<file path="src/rtl/bloco_operativo.sv">
// Datapath with three W-bit registers (RX, RH, RS), an add/multiply ALU and a
// shared write bus; zero and estouro flags track ALU results written back.
module bloco_operativo #(
  parameter int unsigned W = 16
) (
  input  logic         clk,
  input  logic         rst,
  input  logic [W-1:0] entrada,
  input  logic [1:0]   M0,
  input  logic [1:0]   M1,
  input  logic [1:0]   M2,
  input  logic         LX,
  input  logic         LH,
  input  logic         LS,
  input  logic         H,
  output logic [W-1:0] saida,
  output logic         zero,
  output logic         estouro
);

  localparam int unsigned PW = 2 * W;

  logic [W-1:0]  rx;
  logic [W-1:0]  rh;
  logic [W-1:0]  rs;
  logic [W-1:0]  op_a;
  logic [W-1:0]  op_b;
  logic [W:0]    sum;
  logic [PW-1:0] prod;
  logic [W-1:0]  alu_res;
  logic          alu_ovf;
  logic [W-1:0]  wbus;
  logic          any_load;
  logic          alu_write;

  // Operand A select
  always_comb begin
    op_a = entrada;
    unique case (M0)
      2'b00: op_a = entrada;
      2'b01: op_a = rx;
      2'b10: op_a = rh;
      2'b11: op_a = rs;
      default: op_a = entrada;
    endcase
  end

  // Operand B select; code 11 feeds the constant 1 for increments
  always_comb begin
    op_b = rx;
    unique case (M1)
      2'b00: op_b = rx;
      2'b01: op_b = rh;
      2'b10: op_b = rs;
      2'b11: op_b = W'(1);
      default: op_b = rx;
    endcase
  end

  // ALU: full-width results kept so overflow can be detected
  always_comb begin
    sum     = (W+1)'(op_a) + (W+1)'(op_b);
    prod    = PW'(op_a) * PW'(op_b);
    alu_res = H ? prod[W-1:0] : sum[W-1:0];
    alu_ovf = H ? (|prod[PW-1:W]) : sum[W];
  end

  // Write-bus select
  always_comb begin
    wbus = alu_res;
    unique case (M2)
      2'b00: wbus = alu_res;
      2'b01: wbus = entrada;
      2'b10: wbus = '0;
      2'b11: wbus = op_a;
      default: wbus = alu_res;
    endcase
  end

  assign any_load  = LX | LH | LS;
  assign alu_write = any_load && (M2 == 2'b00);

  // Register file; all operands above use pre-edge values
  always_ff @(posedge clk) begin
    if (rst) begin
      rx <= '0;
      rh <= '0;
      rs <= '0;
    end else begin
      if (LX) rx <= wbus;
      if (LH) rh <= wbus;
      if (LS) rs <= wbus;
    end
  end

  // Flags only react to ALU results actually written somewhere
  always_ff @(posedge clk) begin
    if (rst) begin
      zero    <= 1'b1;
      estouro <= 1'b0;
    end else if (alu_write) begin
      zero <= (alu_res == '0);
      if (alu_ovf) estouro <= 1'b1;
    end
  end

  assign saida = rs;

endmodule

</file>
<file path="config.mk">
export PLATFORM = sky130hd
export DESIGN_NAME = bloco_operativo
export DESIGN_NICKNAME = d
export VERILOG_FILES = /design/src/rtl/bloco_operativo.sv
export SDC_FILE = /design/constraint.sdc
export NUM_CORES = 1
export LEC_CHECK = 0
export BUFFER_PORTS_ARGS = -buffer_cell sky130_fd_sc_hd__buf_4
export CORE_ASPECT_RATIO = 0.75
export CORE_MARGIN = 2
export CORE_UTILIZATION = 48
export DETAILED_ROUTE_END_ITERATION = 8
export GPL_TIMING_DRIVEN = 1
export PLACE_DENSITY_LB_ADDON = 0.2
export SYNTH_ARGS = -nofsm -noshare
export SYNTH_HDL_FRONTEND = slang
export SYNTH_SLANG_ARGS = --single-unit
</file>
<file path="constraint.sdc">
create_clock -name clk -period 8.6 [get_ports clk]
set_input_delay 0.86 -clock clk [delete_from_list [all_inputs] [get_ports clk]]
set_output_delay 0.86 -clock clk [all_outputs]
set_load 0.01 [all_outputs]
</file>
==> results of run 1 <==
## routing by layer
metal | vias up | share of wire | global-route usage
li1 | 4718 | - | -
met1 | 5029 | 0.46 | 0.423
met2 | 469 | 0.41 | 0.403
met3 | 35 | 0.12 | 0.0809
met4 | 0 | 0.013 | 0.0601
met5 | - | 0 | 0
## cell usage after synthesis, types with 3 or more instances
| master | n |
|---|---|
| sky130_fd_sc_hd__o211ai_1 | 9 |
| sky130_fd_sc_hd__o21ai_1 | 9 |
| sky130_fd_sc_hd__o21a_1 | 20 |
| sky130_fd_sc_hd__and2_1 | 60 |
| sky130_fd_sc_hd__o2111ai_1 | 3 |
| sky130_fd_sc_hd__xnor2_1 | 26 |
| sky130_fd_sc_hd__a211oi_1 | 51 |
| sky130_fd_sc_hd__o31ai_1 | 5 |
| sky130_fd_sc_hd__o22ai_1 | 3 |
| sky130_fd_sc_hd__o21ai_0 | 34 |
| sky130_fd_sc_hd__and3_1 | 8 |
| sky130_fd_sc_hd__mux2_2 | 11 |
| sky130_fd_sc_hd__nand3b_1 | 3 |
| sky130_fd_sc_hd__clkbuf_1 | 58 |
| sky130_fd_sc_hd__ha_1 | 120 |
| sky130_fd_sc_hd__a22oi_1 | 5 |
| sky130_fd_sc_hd__a21oi_1 | 43 |
| sky130_fd_sc_hd__a311oi_1 | 4 |
| sky130_fd_sc_hd__mux2i_1 | 34 |
| sky130_fd_sc_hd__inv_1 | 222 |
| sky130_fd_sc_hd__mux4_2 | 9 |
| sky130_fd_sc_hd__nor2b_1 | 6 |
| sky130_fd_sc_hd__xor2_1 | 8 |
| sky130_fd_sc_hd__fa_1 | 195 |
| sky130_fd_sc_hd__a22o_1 | 3 |
| sky130_fd_sc_hd__nor2_1 | 134 |
| sky130_fd_sc_hd__nor3_1 | 12 |
| sky130_fd_sc_hd__a31oi_1 | 7 |
| sky130_fd_sc_hd__dfxtp_1 | 50 |
| sky130_fd_sc_hd__a211o_1 | 4 |
| sky130_fd_sc_hd__o31a_1 | 3 |
| sky130_fd_sc_hd__nand4_1 | 7 |
| sky130_fd_sc_hd__a21o_1 | 15 |
| sky130_fd_sc_hd__nand2b_1 | 7 |
| sky130_fd_sc_hd__nand2_1 | 189 |
| sky130_fd_sc_hd__buf_2 | 4 |
| sky130_fd_sc_hd__clkinv_1 | 9 |
| sky130_fd_sc_hd__nand3_1 | 9 |
| sky130_fd_sc_hd__buf_1 | 3 |
| sky130_fd_sc_hd__o21bai_1 | 4 |
## kinds of logic (layout without fill, tap and decap cells)
family / after synthesis / after routing / synth area share
compound gates: 244 / 244 / 0.139
fa+ha+maj: 315 / 315 / 0.445
flops: 50 / 50 / 0.0824
mux: 54 / 54 / 0.0549
buf+inv: 296 / 306 / 0.0918
simple gates: 446 / 446 / 0.163
xor+xnor: 34 / 34 / 0.0245
## cell type report
cell class,count,area (sq um),area share
Clock buffer,5,125,0.00963
Clock inverter,3,43.8,0.00337
Sequential cell,50,1000,0.0770
Multi-Input combinational cell,1093,10000,0.772
Tap cell,338,423,0.0325
Timing Repair Buffer,67,503,0.0387
Inverter,231,867,0.0667
## worst max-delay path by stage
stage / slack (ps) / cells past startpoint / end
finish: 630 / 24 / estouro$_SDFFE_PP0P_
global route: 260 / 24 / estouro$_SDFFE_PP0P_
CTS: 730 / 25 / estouro$_SDFFE_PP0P_
detailed placement: 420 / 25 / estouro$_SDFFE_PP0P_
global placement: 370 / 25 / estouro$_SDFFE_PP0P_
floorplan: 1120 / 26 / rh[14]$_SDFFE_PP0P_
## layout by cell type (no fill, tap or decap), types with 20 or more instances in the layout
cell type	netlist	routed
sky130_fd_sc_hd__inv_1	222	222
sky130_fd_sc_hd__dfxtp_1	50	50
sky130_fd_sc_hd__nor2_1	134	134
sky130_fd_sc_hd__a211oi_1	51	51
sky130_fd_sc_hd__o21ai_0	34	33
sky130_fd_sc_hd__ha_1	120	120
sky130_fd_sc_hd__buf_4	0	67
sky130_fd_sc_hd__xnor2_1	26	26
sky130_fd_sc_hd__a21oi_1	43	43
sky130_fd_sc_hd__fa_1	195	195
sky130_fd_sc_hd__and2_1	60	60
sky130_fd_sc_hd__nand2_1	189	189
sky130_fd_sc_hd__mux2i_1	34	34
sky130_fd_sc_hd__o21a_1	20	20
## per-stage QoR
stage	utilization	worst slack (ps)
3_5_place_dp	0.515	420
3_3_place_gp	0.515	367
6_report	0.522	634
2_1_floorplan	-	1120
4_1_cts	0.522	730
5_1_grt	0.522	256
## state kept, by name, indices dropped and copies added (netlist names)
| register | flops |
|---|---|
| rh | 16 |
| saida | 16 |
| estouro | 1 |
| rx | 16 |
| zero | 1 |
## power by group
part | switching (mW) | total [mW] | internal (mW) | leakage [nW]
logic | 0.852 | 1.35 | 0.495 | 5.45
clock network | 0.0987 | 0.237 | 0.138 | 0.0842
registers | 0.0193 | 0.270 | 0.251 | 0.414
total | 0.970 | 1.85 | 0.884 | 5.94
## critical path: cells and delay by family
family	cells	cell delay, ps
simple gates	6	820
fa+ha+maj	8	3750
compound gates	5	1680
buf+inv	5	1000
==> metrics.txt, run 1 <==
# TYPE chip_impl_metric gauge
chip_impl_info{name="status",value="finished, final reports clean"} 1
chip_impl_info{name="commonest_register_cell_after_synthesis",value="sky130_fd_sc_hd__dfxtp_1"} 1
chip_impl_metric{name="port-buffer-count",unit=""} 45
chip_impl_info{name="cts-root-buf",value="sky130_fd_sc_hd__clkbuf_16"} 1
chip_impl_metric{name="clock_path_buffers",unit=""} 2
chip_impl_metric{name="cts-resized-gates",unit=""} 0
chip_impl_metric{name="r2r_cells",unit=""} 22
chip_impl_info{name="cp_slowest_cell",value="sky130_fd_sc_hd__a211oi_1"} 1
chip_impl_metric{name="fin_crit",unit="ps"} 7970
chip_impl_metric{name="insertion_delay",unit="ps"} 310
chip_impl_metric{name="tritoncts.num_buffers",unit=""} 5
chip_impl_info{name="cp-end-kind",value="flop"} 1
chip_impl_metric{name="total_global_route_track_usage",unit=""} 0.282
chip_impl_metric{name="fin_area",unit="sq um"} 13000
chip_impl_metric{name="rrSetupSlack",unit="ps"} 1210
chip_impl_metric{name="overall_routed_net_length",unit="um"} 36800
chip_impl_metric{name="synth_top_area_frac",unit=""} 0.321
chip_impl_metric{name="maxSlewViolCount",unit=""} 0
chip_impl_metric{name="post_cts.repair.setup_buffers",unit=""} 0
chip_impl_metric{name="drtAntennaViolNets",unit=""} 0
chip_impl_metric{name="routed-via-count",unit=""} 10300
chip_impl_metric{name="ctsHtreeMaxLevel",unit=""} 2
chip_impl_metric{name="pwr_density_cell",unit="nW/um^2"} 143
chip_impl_metric{name="netlist_instances",unit=""} 1439
chip_impl_info{name="r2r_end",value="estouro$_SDFFE_PP0P_"} 1
chip_impl_metric{name="critical_path_arrival",unit="ps"} 8150
chip_impl_metric{name="vdd.ir_drop.worst",unit="uV"} 129
chip_impl_metric{name="final.hold.worst_slack",unit="ps"} 500
chip_impl_metric{name="dr.pass1.iters",unit=""} 5
chip_impl_metric{name="global_route.overflow_total",unit=""} 0
chip_impl_metric{name="transition_at_the_pin_with_the_smallest_max_transition_slack",unit="ps"} 1180
chip_impl_metric{name="max_stage_delay",unit="ps"} 780
chip_impl_metric{name="timing_hold_violations_final",unit=""} 0
chip_impl_metric{name="async_flop_share",unit=""} 0
chip_impl_metric{name="yosys_warnings",unit=""} 0
chip_impl_metric{name="dp_hpwl",unit="um"} 29900
chip_impl_metric{name="setup_tns",unit="ps"} 0
chip_impl_info{name="min-delay-start",value="rx[8]$_SDFFE_PP0P_"} 1
chip_impl_info{name="yosys.area.top_type",value="sky130_fd_sc_hd__fa_1"} 1
chip_impl_info{name="leading_cell_types_by_total_area_after_synthesis",value="sky130_fd_sc_hd__fa_1 (32%), sky130_fd_sc_hd__ha_1 (12%), sky130_fd_sc_hd__dfxtp_1 (8.2%), sky130_fd_sc_hd__inv_1 (6.9%), sky130_fd_sc_hd__nand2_1 (5.8%)"} 1
chip_impl_metric{name="floorplan.die.height",unit="um"} 142
chip_impl_metric{name="p_leak",unit="nW"} 5.94
chip_impl_info{name="cts_tree",value="yes"} 1
chip_impl_metric{name="antenna_found_initial",unit=""} 2
chip_impl_metric{name="layout.filler_cells",unit=""} 2430
chip_impl_info{name="hold_end",value="rx[8]$_SDFFE_PP0P_"} 1
chip_impl_info{name="nature_of_the_critical_path_startpoint",value="primary input"} 1
chip_impl_metric{name="ys_types",unit=""} 66
chip_impl_metric{name="drt_iter0_drc",unit=""} 1014
chip_impl_metric{name="place_area",unit="sq um"} 12800
chip_impl_metric{name="fp.coreArea",unit="sq um"} 24900
chip_impl_metric{name="ys_seq_elements",unit=""} 50
chip_impl_metric{name="pin_count",unit=""} 46
chip_impl_metric{name="drc",unit=""} 0
chip_impl_metric{name="core.rowCount",unit=""} 50
chip_impl_metric{name="register_area_share_after_synthesis",unit=""} 0.0824
chip_impl_metric{name="post_synth_instance_area",unit="sq um"} 12200
chip_impl_metric{name="largest_net_degree_at_the_start_of_global_routing",unit=""} 51
chip_impl_metric{name="postSynthAreaPerCell",unit="sq um"} 8.44
chip_impl_metric{name="placed_cells_incl_taps",unit=""} 1779
chip_impl_metric{name="setup_viol",unit=""} 0
chip_impl_metric{name="design.final.nets",unit=""} 1791
chip_impl_metric{name="first_global_vias",unit=""} 10300
chip_impl_metric{name="diodes",unit=""} 0
chip_impl_metric{name="clock_skews",unit="ps"} 14.2
chip_impl_metric{name="chipWidth",unit="um"} 188
chip_impl_metric{name="wire_length_of_the_first_global_routing_pass",unit="um"} 57900
chip_impl_metric{name="die_area",unit="sq um"} 26600
chip_impl_metric{name="layoutNonFillerInstCount",unit=""} 1787
chip_impl_metric{name="drive_above_1_share",unit=""} 0.0711
chip_impl_info{name="crit_path_cell_trace",value="buf_4 > nor2b_1 > buf_4 > nand2_1 > o21a_1 > inv_1 > ha_1 > fa_1 > inv_1 > fa_1 > fa_1 > fa_1 > fa_1 > fa_1 > inv_1 > ha_1 > nand2_1 > nor2_1 > nand4_1 > a211oi_1 > o211a_1 > o2111ai_1 > nor4_1 > a31oi_1"} 1
chip_impl_metric{name="tritoncts_num_sinks",unit=""} 50
chip_impl_metric{name="worstPathMaxFanout",unit=""} 18
chip_impl_info{name="critical_path.startpoint",value="M1[0]"} 1
chip_impl_metric{name="worst_ep_required_time",unit="ps"} 8790
chip_impl_metric{name="route.detailed.wl_per_inst",unit="um"} 20.6
chip_impl_metric{name="maxCapViolations",unit=""} 0
chip_impl_metric{name="gp_congestion",unit=""} 1.01
chip_impl_info{name="path_common_cell",value="sky130_fd_sc_hd__fa_1"} 1
chip_impl_metric{name="synth-edff-count",unit=""} 0
chip_impl_metric{name="postSynthNetCount",unit=""} 1782
chip_impl_info{name="timing_worst_setup_path_type",value="primary input to flop"} 1
chip_impl_metric{name="avgViaCountPerCell",unit=""} 5.74
chip_impl_metric{name="max_clock_freq",unit="GHz"} 0.126
chip_impl_metric{name="post_cts_hold_buffer_count",unit=""} 0
chip_impl_info{name="rr_startpoint",value="rx[2]$_SDFFE_PP0P_"} 1
chip_impl_info{name="grt_setup_unrepaired",value="no"} 1
chip_impl_metric{name="area_delta_synth_final",unit="%"} 6.96
chip_impl_metric{name="clkTransAtPathRegs",unit="ps"} 80
chip_impl_metric{name="final.period_utilization",unit=""} 0.926
chip_impl_metric{name="p_total",unit="mW"} 1.85
chip_impl_metric{name="timing.max_slew.rel_slack",unit=""} 0.210
chip_impl_info{name="hold_path.class",value="flop to flop"} 1
chip_impl_metric{name="worstHoldPathCells",unit=""} 2
chip_impl_metric{name="initial_utilization",unit=""} 0.488
No activity file was read; power rests on OpenSTA's default activity.
==> inputs of run 2 (changes only) <==
CELL_PAD_IN_SITES_DETAIL_PLACEMENT = 0   (was not set)
CELL_PAD_IN_SITES_GLOBAL_PLACEMENT = 1   (was not set)
CORE_UTILIZATION = 50   (was 48)
==> metrics.txt, run 2 (synthesis gave the netlist of run 1 again) <==
# TYPE chip_impl_metric gauge
chip_impl_metric{name="critPathBufInv",unit=""} 5
chip_impl_metric{name="maxCapViolations",unit=""} 0
chip_impl_info{name="cts_tree",value="yes"} 1
chip_impl_metric{name="tritoncts.num_buffers",unit=""} 5
chip_impl_metric{name="total_global_route_track_usage",unit=""} 0.290
chip_impl_metric{name="gp_congestion",unit=""} 0.917
chip_impl_metric{name="area_delta_synth_final",unit="%"} 6.60
chip_impl_metric{name="post_cts.repair.setup_buffers",unit=""} 0
chip_impl_info{name="hold_path.class",value="flop to flop"} 1
chip_impl_metric{name="fp.coreArea",unit="sq um"} 23900
chip_impl_metric{name="setup_tns",unit="ps"} 0
chip_impl_metric{name="layout.filler_cells",unit=""} 2302
chip_impl_metric{name="cts-resized-gates",unit=""} 0
chip_impl_metric{name="layoutNonFillerInstCount",unit=""} 1755
chip_impl_metric{name="maxSlewViolCount",unit=""} 0
chip_impl_info{name="cp_slowest_cell",value="sky130_fd_sc_hd__fa_1"} 1
chip_impl_info{name="path_delay_family",value="adder cells"} 1
chip_impl_metric{name="die_area",unit="sq um"} 25600
chip_impl_metric{name="ctsHtreeMaxLevel",unit=""} 2
chip_impl_metric{name="max_stage_delay",unit="ps"} 540
chip_impl_metric{name="global_route.overflow_total",unit=""} 0
chip_impl_metric{name="wire_length_of_the_first_global_routing_pass",unit="um"} 56800
chip_impl_metric{name="final.period_utilization",unit=""} 0.926
chip_impl_metric{name="clkTransAtPathRegs",unit="ps"} 70
chip_impl_info{name="layout.cells.most_common",value="sky130_fd_sc_hd__inv_1"} 1
chip_impl_metric{name="p_leak",unit="nW"} 5.94
chip_impl_info{name="timing_worst_setup_path_type",value="primary input to flop"} 1
chip_impl_metric{name="drive_above_1_share",unit=""} 0.0711
chip_impl_metric{name="clock_path_buffers",unit=""} 2
chip_impl_metric{name="drc",unit=""} 0
chip_impl_info{name="cp-end-kind",value="flop"} 1
chip_impl_metric{name="drt_iter0_drc",unit=""} 849
chip_impl_metric{name="post_cts_hold_buffer_count",unit=""} 0
chip_impl_metric{name="pwr_density_cell",unit="nW/um^2"} 142
chip_impl_metric{name="dr.pass1.iters",unit=""} 5
chip_impl_metric{name="tritoncts_num_sinks",unit=""} 50
chip_impl_metric{name="floorplan.die.height",unit="um"} 139
chip_impl_metric{name="setup_viol",unit=""} 0
chip_impl_metric{name="largest_net_degree_at_the_start_of_global_routing",unit=""} 51
chip_impl_metric{name="worst_ep_required_time",unit="ps"} 8780
chip_impl_metric{name="drtAntennaViolNets",unit=""} 0
chip_impl_metric{name="first_global_vias",unit=""} 9947
chip_impl_metric{name="vdd.ir_drop.worst",unit="uV"} 108
chip_impl_metric{name="routed-via-count",unit=""} 10200
chip_impl_metric{name="worstPathMaxFanout",unit=""} 18
chip_impl_metric{name="fin_crit",unit="ps"} 7970
chip_impl_metric{name="avgViaCountPerCell",unit=""} 5.83
chip_impl_metric{name="core.rowCount",unit=""} 49
chip_impl_metric{name="dp_hpwl",unit="um"} 29400
chip_impl_info{name="cts-root-buf",value="sky130_fd_sc_hd__clkbuf_16"} 1
chip_impl_info{name="status",value="finished, final reports clean"} 1
chip_impl_metric{name="chipWidth",unit="um"} 184
chip_impl_metric{name="critical_path_arrival",unit="ps"} 8140
chip_impl_metric{name="insertion_delay",unit="ps"} 300
chip_impl_metric{name="route.detailed.wl_per_inst",unit="um"} 20.7
chip_impl_metric{name="transition_at_the_pin_with_the_smallest_max_transition_slack",unit="ps"} 1120
chip_impl_metric{name="clock_skews",unit="ps"} 9.04
chip_impl_metric{name="design.final.nets",unit=""} 1791
chip_impl_metric{name="diodes",unit=""} 0
chip_impl_metric{name="overall_routed_net_length",unit="um"} 36400
chip_impl_metric{name="timing_hold_violations_final",unit=""} 0
chip_impl_metric{name="timing.max_slew.rel_slack",unit=""} 0.248
chip_impl_info{name="grt_setup_unrepaired",value="no"} 1
chip_impl_info{name="layout_common_cells",value="sky130_fd_sc_hd__inv_1 (222), sky130_fd_sc_hd__fa_1 (195), sky130_fd_sc_hd__nand2_1 (189)"} 1
chip_impl_info{name="path_common_cell",value="sky130_fd_sc_hd__fa_1"} 1
chip_impl_metric{name="pin_count",unit=""} 46
chip_impl_metric{name="initial_utilization",unit=""} 0.508
chip_impl_metric{name="max_clock_freq",unit="GHz"} 0.126
chip_impl_metric{name="antenna_found_initial",unit=""} 0
chip_impl_metric{name="placed_cells_incl_taps",unit=""} 1747
chip_impl_metric{name="p_total",unit="mW"} 1.83
chip_impl_info{name="nature_of_the_critical_path_startpoint",value="primary input"} 1
chip_impl_metric{name="port-buffer-count",unit=""} 45
run 2: cell count changes in the layout (fill, tap and decap cells not counted), sizes merged:
cell    previous run  this run
inv              223       222
clkinv            10        11
run 2: path summary, 6_finish.rpt:
kind | startpoint | end | slack, ps | cells past startpoint
worst min register to register | rx[3]$_SDFFE_PP0P_ | rx[3]$_SDFFE_PP0P_ | 500 | 2
worst min-delay path | rx[3]$_SDFFE_PP0P_ | rx[3]$_SDFFE_PP0P_ | 500 | 2
worst max-delay path | M1[0] | estouro$_SDFFE_PP0P_ | 630 | 25
worst max register to register | rx[7]$_SDFFE_PP0P_ | estouro$_SDFFE_PP0P_ | 1400 | 22
run 2: area by class of cell:
| class | instances | area (sq um) | share of cell area |
|---|---|---|---|
| clock inverter | 3 | 40.0 | 0.00309 |
| multi-input combinational | 1093 | 10000 | 0.775 |
| tap | 306 | 383 | 0.0296 |
| sequential | 50 | 1000 | 0.0773 |
| inverter | 231 | 867 | 0.0669 |
| timing repair buffer | 67 | 503 | 0.0388 |
| clock buffer | 5 | 125 | 0.00966 |
run 2: per-layer routing:
| layer | up-vias | track usage | share of wire |
|---|---|---|---|
| li1 | 4715 | - | - |
| met1 | 5068 | 0.449 | 0.47 |
| met2 | 419 | 0.416 | 0.42 |
| met3 | 37 | 0.0699 | 0.096 |
| met4 | 0 | 0.0429 | 0.012 |
| met5 | - | 0 | 0 |
run 2: worst reg2reg max path, cell delays in order (launching register included):
cell	delay (ps)
sky130_fd_sc_hd__dfxtp_1	330
sky130_fd_sc_hd__mux2i_1	150
sky130_fd_sc_hd__o21a_1	430
sky130_fd_sc_hd__inv_1	380
sky130_fd_sc_hd__ha_1	420
sky130_fd_sc_hd__fa_1	510
sky130_fd_sc_hd__inv_1	50
sky130_fd_sc_hd__fa_1	480
sky130_fd_sc_hd__fa_1	460
sky130_fd_sc_hd__fa_1	540
sky130_fd_sc_hd__fa_1	430
sky130_fd_sc_hd__fa_1	490
sky130_fd_sc_hd__inv_1	40
sky130_fd_sc_hd__ha_1	380
sky130_fd_sc_hd__a21oi_1	190
sky130_fd_sc_hd__o21ai_0	190
sky130_fd_sc_hd__a221oi_1	410
sky130_fd_sc_hd__o21a_1	180
sky130_fd_sc_hd__nand4_1	100
sky130_fd_sc_hd__a211oi_1	350
sky130_fd_sc_hd__nand4_1	200
sky130_fd_sc_hd__nor4_1	260
sky130_fd_sc_hd__a31oi_1	110
run 2: report_power, final:
part	leakage (nW)	internal, mW	total, mW	switching [mW]
clock	0.0836	0.136	0.229	0.0922
combinational	5.44	0.492	1.34	0.844
sequential	0.414	0.251	0.270	0.0192
run 2: metrics by stage:
step	hold slack [ps]	setup slack, ps	area, sq um	utilization
after floorplan	469	1120	12200	-
after global placement	486	476	12800	0.535
after detailed placement	492	413	12800	0.535
after CTS	501	694	13000	0.542
after global routing	517	273	13000	0.542
final	504	635	13000	0.542
==> inputs of run 3 (changes only) <==
CORE_MARGIN = not set   (was 2)
==> metrics.txt, run 3 (synthesis gave the netlist of run 1 again) <==
# TYPE chip_impl_metric gauge
chip_impl_info{name="status",value="finished, final reports clean"} 1
chip_impl_metric{name="post_cts_hold_buffer_count",unit=""} 0
chip_impl_metric{name="setup_tns",unit="ps"} 0
chip_impl_metric{name="p_sw_frac",unit=""} 0.526
chip_impl_metric{name="fin_crit",unit="ps"} 8070
chip_impl_metric{name="ctsHtreeMaxLevel",unit=""} 2
chip_impl_metric{name="largest_net_degree_at_the_start_of_global_routing",unit=""} 51
chip_impl_info{name="rr_startpoint",value="rh[7]$_SDFFE_PP0P_"} 1
chip_impl_metric{name="fin_area",unit="sq um"} 12900
chip_impl_metric{name="total_global_route_track_usage",unit=""} 0.295
chip_impl_metric{name="vdd.ir_drop.worst",unit="uV"} 101
chip_impl_metric{name="fp.coreArea",unit="sq um"} 23900
chip_impl_metric{name="share_of_total_power_in_sequential_cells",unit=""} 0.149
chip_impl_metric{name="port-buffer-count",unit=""} 45
chip_impl_metric{name="worst_ep_required_time",unit="ps"} 8780
chip_impl_metric{name="dp_hpwl",unit="um"} 28900
chip_impl_metric{name="switching_component_of_the_power",unit="mW"} 0.952
chip_impl_metric{name="power_frac_comb",unit=""} 0.736
chip_impl_info{name="nature_of_the_critical_path_startpoint",value="primary input"} 1
chip_impl_metric{name="transition_at_the_pin_with_the_smallest_max_transition_slack",unit="ps"} 1150
chip_impl_metric{name="global_route.overflow_total",unit=""} 0
chip_impl_info{name="min-delay-start",value="rh[8]$_SDFFE_PP0P_"} 1
chip_impl_info{name="timing_worst_setup_path_type",value="primary input to flop"} 1
chip_impl_metric{name="antenna_found_initial",unit=""} 0
chip_impl_info{name="grt_setup_unrepaired",value="no"} 1
chip_impl_info{name="cp-end-kind",value="flop"} 1
chip_impl_info{name="r2r_end",value="estouro$_SDFFE_PP0P_"} 1
chip_impl_metric{name="rrSetupSlack",unit="ps"} 1310
chip_impl_metric{name="worstPathMaxFanout",unit=""} 18
chip_impl_metric{name="place_area",unit="sq um"} 12800
chip_impl_metric{name="final.period_utilization",unit=""} 0.938
chip_impl_metric{name="drtAntennaViolNets",unit=""} 0
chip_impl_metric{name="initial_utilization",unit=""} 0.508
chip_impl_metric{name="maxSlewViolCount",unit=""} 0
chip_impl_metric{name="worstHoldPathCells",unit=""} 2
chip_impl_metric{name="cts-resized-gates",unit=""} 0
chip_impl_info{name="cts_tree",value="yes"} 1
chip_impl_metric{name="critical_path_arrival",unit="ps"} 8250
chip_impl_metric{name="gp_congestion",unit=""} 0.913
chip_impl_metric{name="maxCapViolations",unit=""} 0
chip_impl_metric{name="chipWidth",unit="um"} 182
chip_impl_metric{name="pin_count",unit=""} 46
chip_impl_metric{name="core.rowCount",unit=""} 49
chip_impl_info{name="layout_common_cells",value="sky130_fd_sc_hd__inv_1 (222), sky130_fd_sc_hd__fa_1 (195), sky130_fd_sc_hd__nand2_1 (189)"} 1
chip_impl_metric{name="max_clock_freq",unit="GHz"} 0.124
chip_impl_metric{name="setup_viol",unit=""} 0
chip_impl_info{name="hold_end",value="rh[8]$_SDFFE_PP0P_"} 1
chip_impl_metric{name="design.final.nets",unit=""} 1787
chip_impl_info{name="cts-root-buf",value="sky130_fd_sc_hd__clkbuf_16"} 1
chip_impl_metric{name="clock_skews",unit="ps"} 14.4
chip_impl_metric{name="drt_iter0_drc",unit=""} 875
chip_impl_metric{name="timing.max_slew.rel_slack",unit=""} 0.228
chip_impl_metric{name="dr.pass1.iters",unit=""} 5
chip_impl_metric{name="clkTransAtPathRegs",unit="ps"} 80
chip_impl_metric{name="drive_above_1_share",unit=""} 0.0685
chip_impl_metric{name="post_cts.repair.setup_buffers",unit=""} 0
chip_impl_metric{name="clock_path_buffers",unit=""} 2
chip_impl_metric{name="area_delta_synth_final",unit="%"} 6.22
chip_impl_metric{name="tritoncts_num_sinks",unit=""} 50
chip_impl_metric{name="pwr_density_cell",unit="nW/um^2"} 140
chip_impl_metric{name="tritoncts.num_buffers",unit=""} 5
chip_impl_metric{name="r2r_cells",unit=""} 22
chip_impl_metric{name="floorplan.die.height",unit="um"} 137
chip_impl_metric{name="diodes",unit=""} 0
chip_impl_metric{name="insertion_delay",unit="ps"} 300
chip_impl_metric{name="routed-via-count",unit=""} 10300
chip_impl_metric{name="internal_power",unit="mW"} 0.857
chip_impl_metric{name="wire_length_of_the_first_global_routing_pass",unit="um"} 55500
chip_impl_metric{name="power.share.clock",unit=""} 0.114
chip_impl_info{name="hold_path.class",value="flop to flop"} 1
chip_impl_metric{name="timing_hold_violations_final",unit=""} 0
chip_impl_metric{name="drc",unit=""} 0
chip_impl_metric{name="die_area",unit="sq um"} 24900
chip_impl_metric{name="p_leak",unit="nW"} 5.90
chip_impl_metric{name="avgViaCountPerCell",unit=""} 5.88
chip_impl_info{name="layout.cells.most_common",value="sky130_fd_sc_hd__inv_1"} 1
chip_impl_metric{name="overall_routed_net_length",unit="um"} 35900
chip_impl_metric{name="first_global_vias",unit=""} 9556
chip_impl_metric{name="route.detailed.wl_per_inst",unit="um"} 20.5
==> run 3: cell count changes in the layout (fill, tap and decap cells not counted), sizes merged <==
cell      change
buf           -4
bufinv        -1
inv           +1
clkinv        -2
clkinvlp      +2
==> run 3: worst max-delay path, cell delays in order <==
cell and delay (ps):
sky130_fd_sc_hd__buf_4 290, sky130_fd_sc_hd__nor2b_1 100, sky130_fd_sc_hd__buf_4 210, sky130_fd_sc_hd__nand2_1 80
sky130_fd_sc_hd__o21a_1 430, sky130_fd_sc_hd__inv_1 400, sky130_fd_sc_hd__ha_1 400, sky130_fd_sc_hd__fa_1 510
sky130_fd_sc_hd__inv_1 50, sky130_fd_sc_hd__fa_1 500, sky130_fd_sc_hd__fa_1 460, sky130_fd_sc_hd__fa_1 540
sky130_fd_sc_hd__fa_1 430, sky130_fd_sc_hd__fa_1 490, sky130_fd_sc_hd__inv_1 40, sky130_fd_sc_hd__ha_1 380
sky130_fd_sc_hd__a21oi_1 210, sky130_fd_sc_hd__o21ai_0 200, sky130_fd_sc_hd__a221oi_1 450, sky130_fd_sc_hd__o21a_1 180
sky130_fd_sc_hd__nand4_1 110, sky130_fd_sc_hd__a211oi_1 360, sky130_fd_sc_hd__nand4_1 170, sky130_fd_sc_hd__nor4_1 260
sky130_fd_sc_hd__a31oi_1 110
==> run 3: power groups by stage <==
stage | registers [mW] | logic [mW] | clock network, mW
2_1_floorplan | 0.271 | 0.930 | 0
3_3_place_gp | 0.274 | 1.31 | 0
3_5_place_dp | 0.274 | 1.31 | 0
4_1_cts | 0.269 | 1.32 | 0.210
5_1_grt | 0.272 | 1.50 | 0.221
6_report | 0.270 | 1.33 | 0.207
==> run 3: how the worst max path moves through the flow <==
stage / startpoint / to / slack (ps) / cells past startpoint
finish: M1[0] / estouro$_SDFFE_PP0P_ / 530 / 25
global route: M1[0] / estouro$_SDFFE_PP0P_ / 210 / 25
CTS: M1[0] / estouro$_SDFFE_PP0P_ / 690 / 25
detailed placement: M1[0] / estouro$_SDFFE_PP0P_ / 380 / 25
global placement: M1[0] / estouro$_SDFFE_PP0P_ / 250 / 25
floorplan: M1[1] / rh[14]$_SDFFE_PP0P_ / 1120 / 26
==> run 3: area by class of cell <==
| cell class | count | area [sq um] |
|---|---|---|
| Clock inverter | 3 | 23.8 |
| Timing Repair Buffer | 63 | 473 |
| Multi-Input combinational cell | 1093 | 10000 |
| Fill cell | 2286 | 11000 |
| Sequential cell | 50 | 1000 |
| Inverter | 231 | 867 |
| Clock buffer | 5 | 125 |
| Tap cell | 306 | 383 |
==> run 3: stage by stage <==
step                power [mW]  instances  hold slack, ps  setup slack [ps]   util
floorplan                 1.20       1439             469              1120      -
global placement          1.58       1743             488               255  0.534
detailed placement        1.58       1743             491               385  0.534
CTS                       1.80       1751             501               692  0.540
global route              1.99       1751             526               213  0.540
finish                    1.81       1751             504               531  0.540
==> run 3: per-layer routing <==
| metal | wire length (um) | share of wire | track usage |
|---|---|---|---|
| met3 | 3910 | 0.11 | 0.0742 |
| met4 | 467 | 0.013 | 0.0486 |
| met2 | 15300 | 0.43 | 0.435 |
| met5 | 0 | 0 | 0 |
| met1 | 16200 | 0.45 | 0.439 |
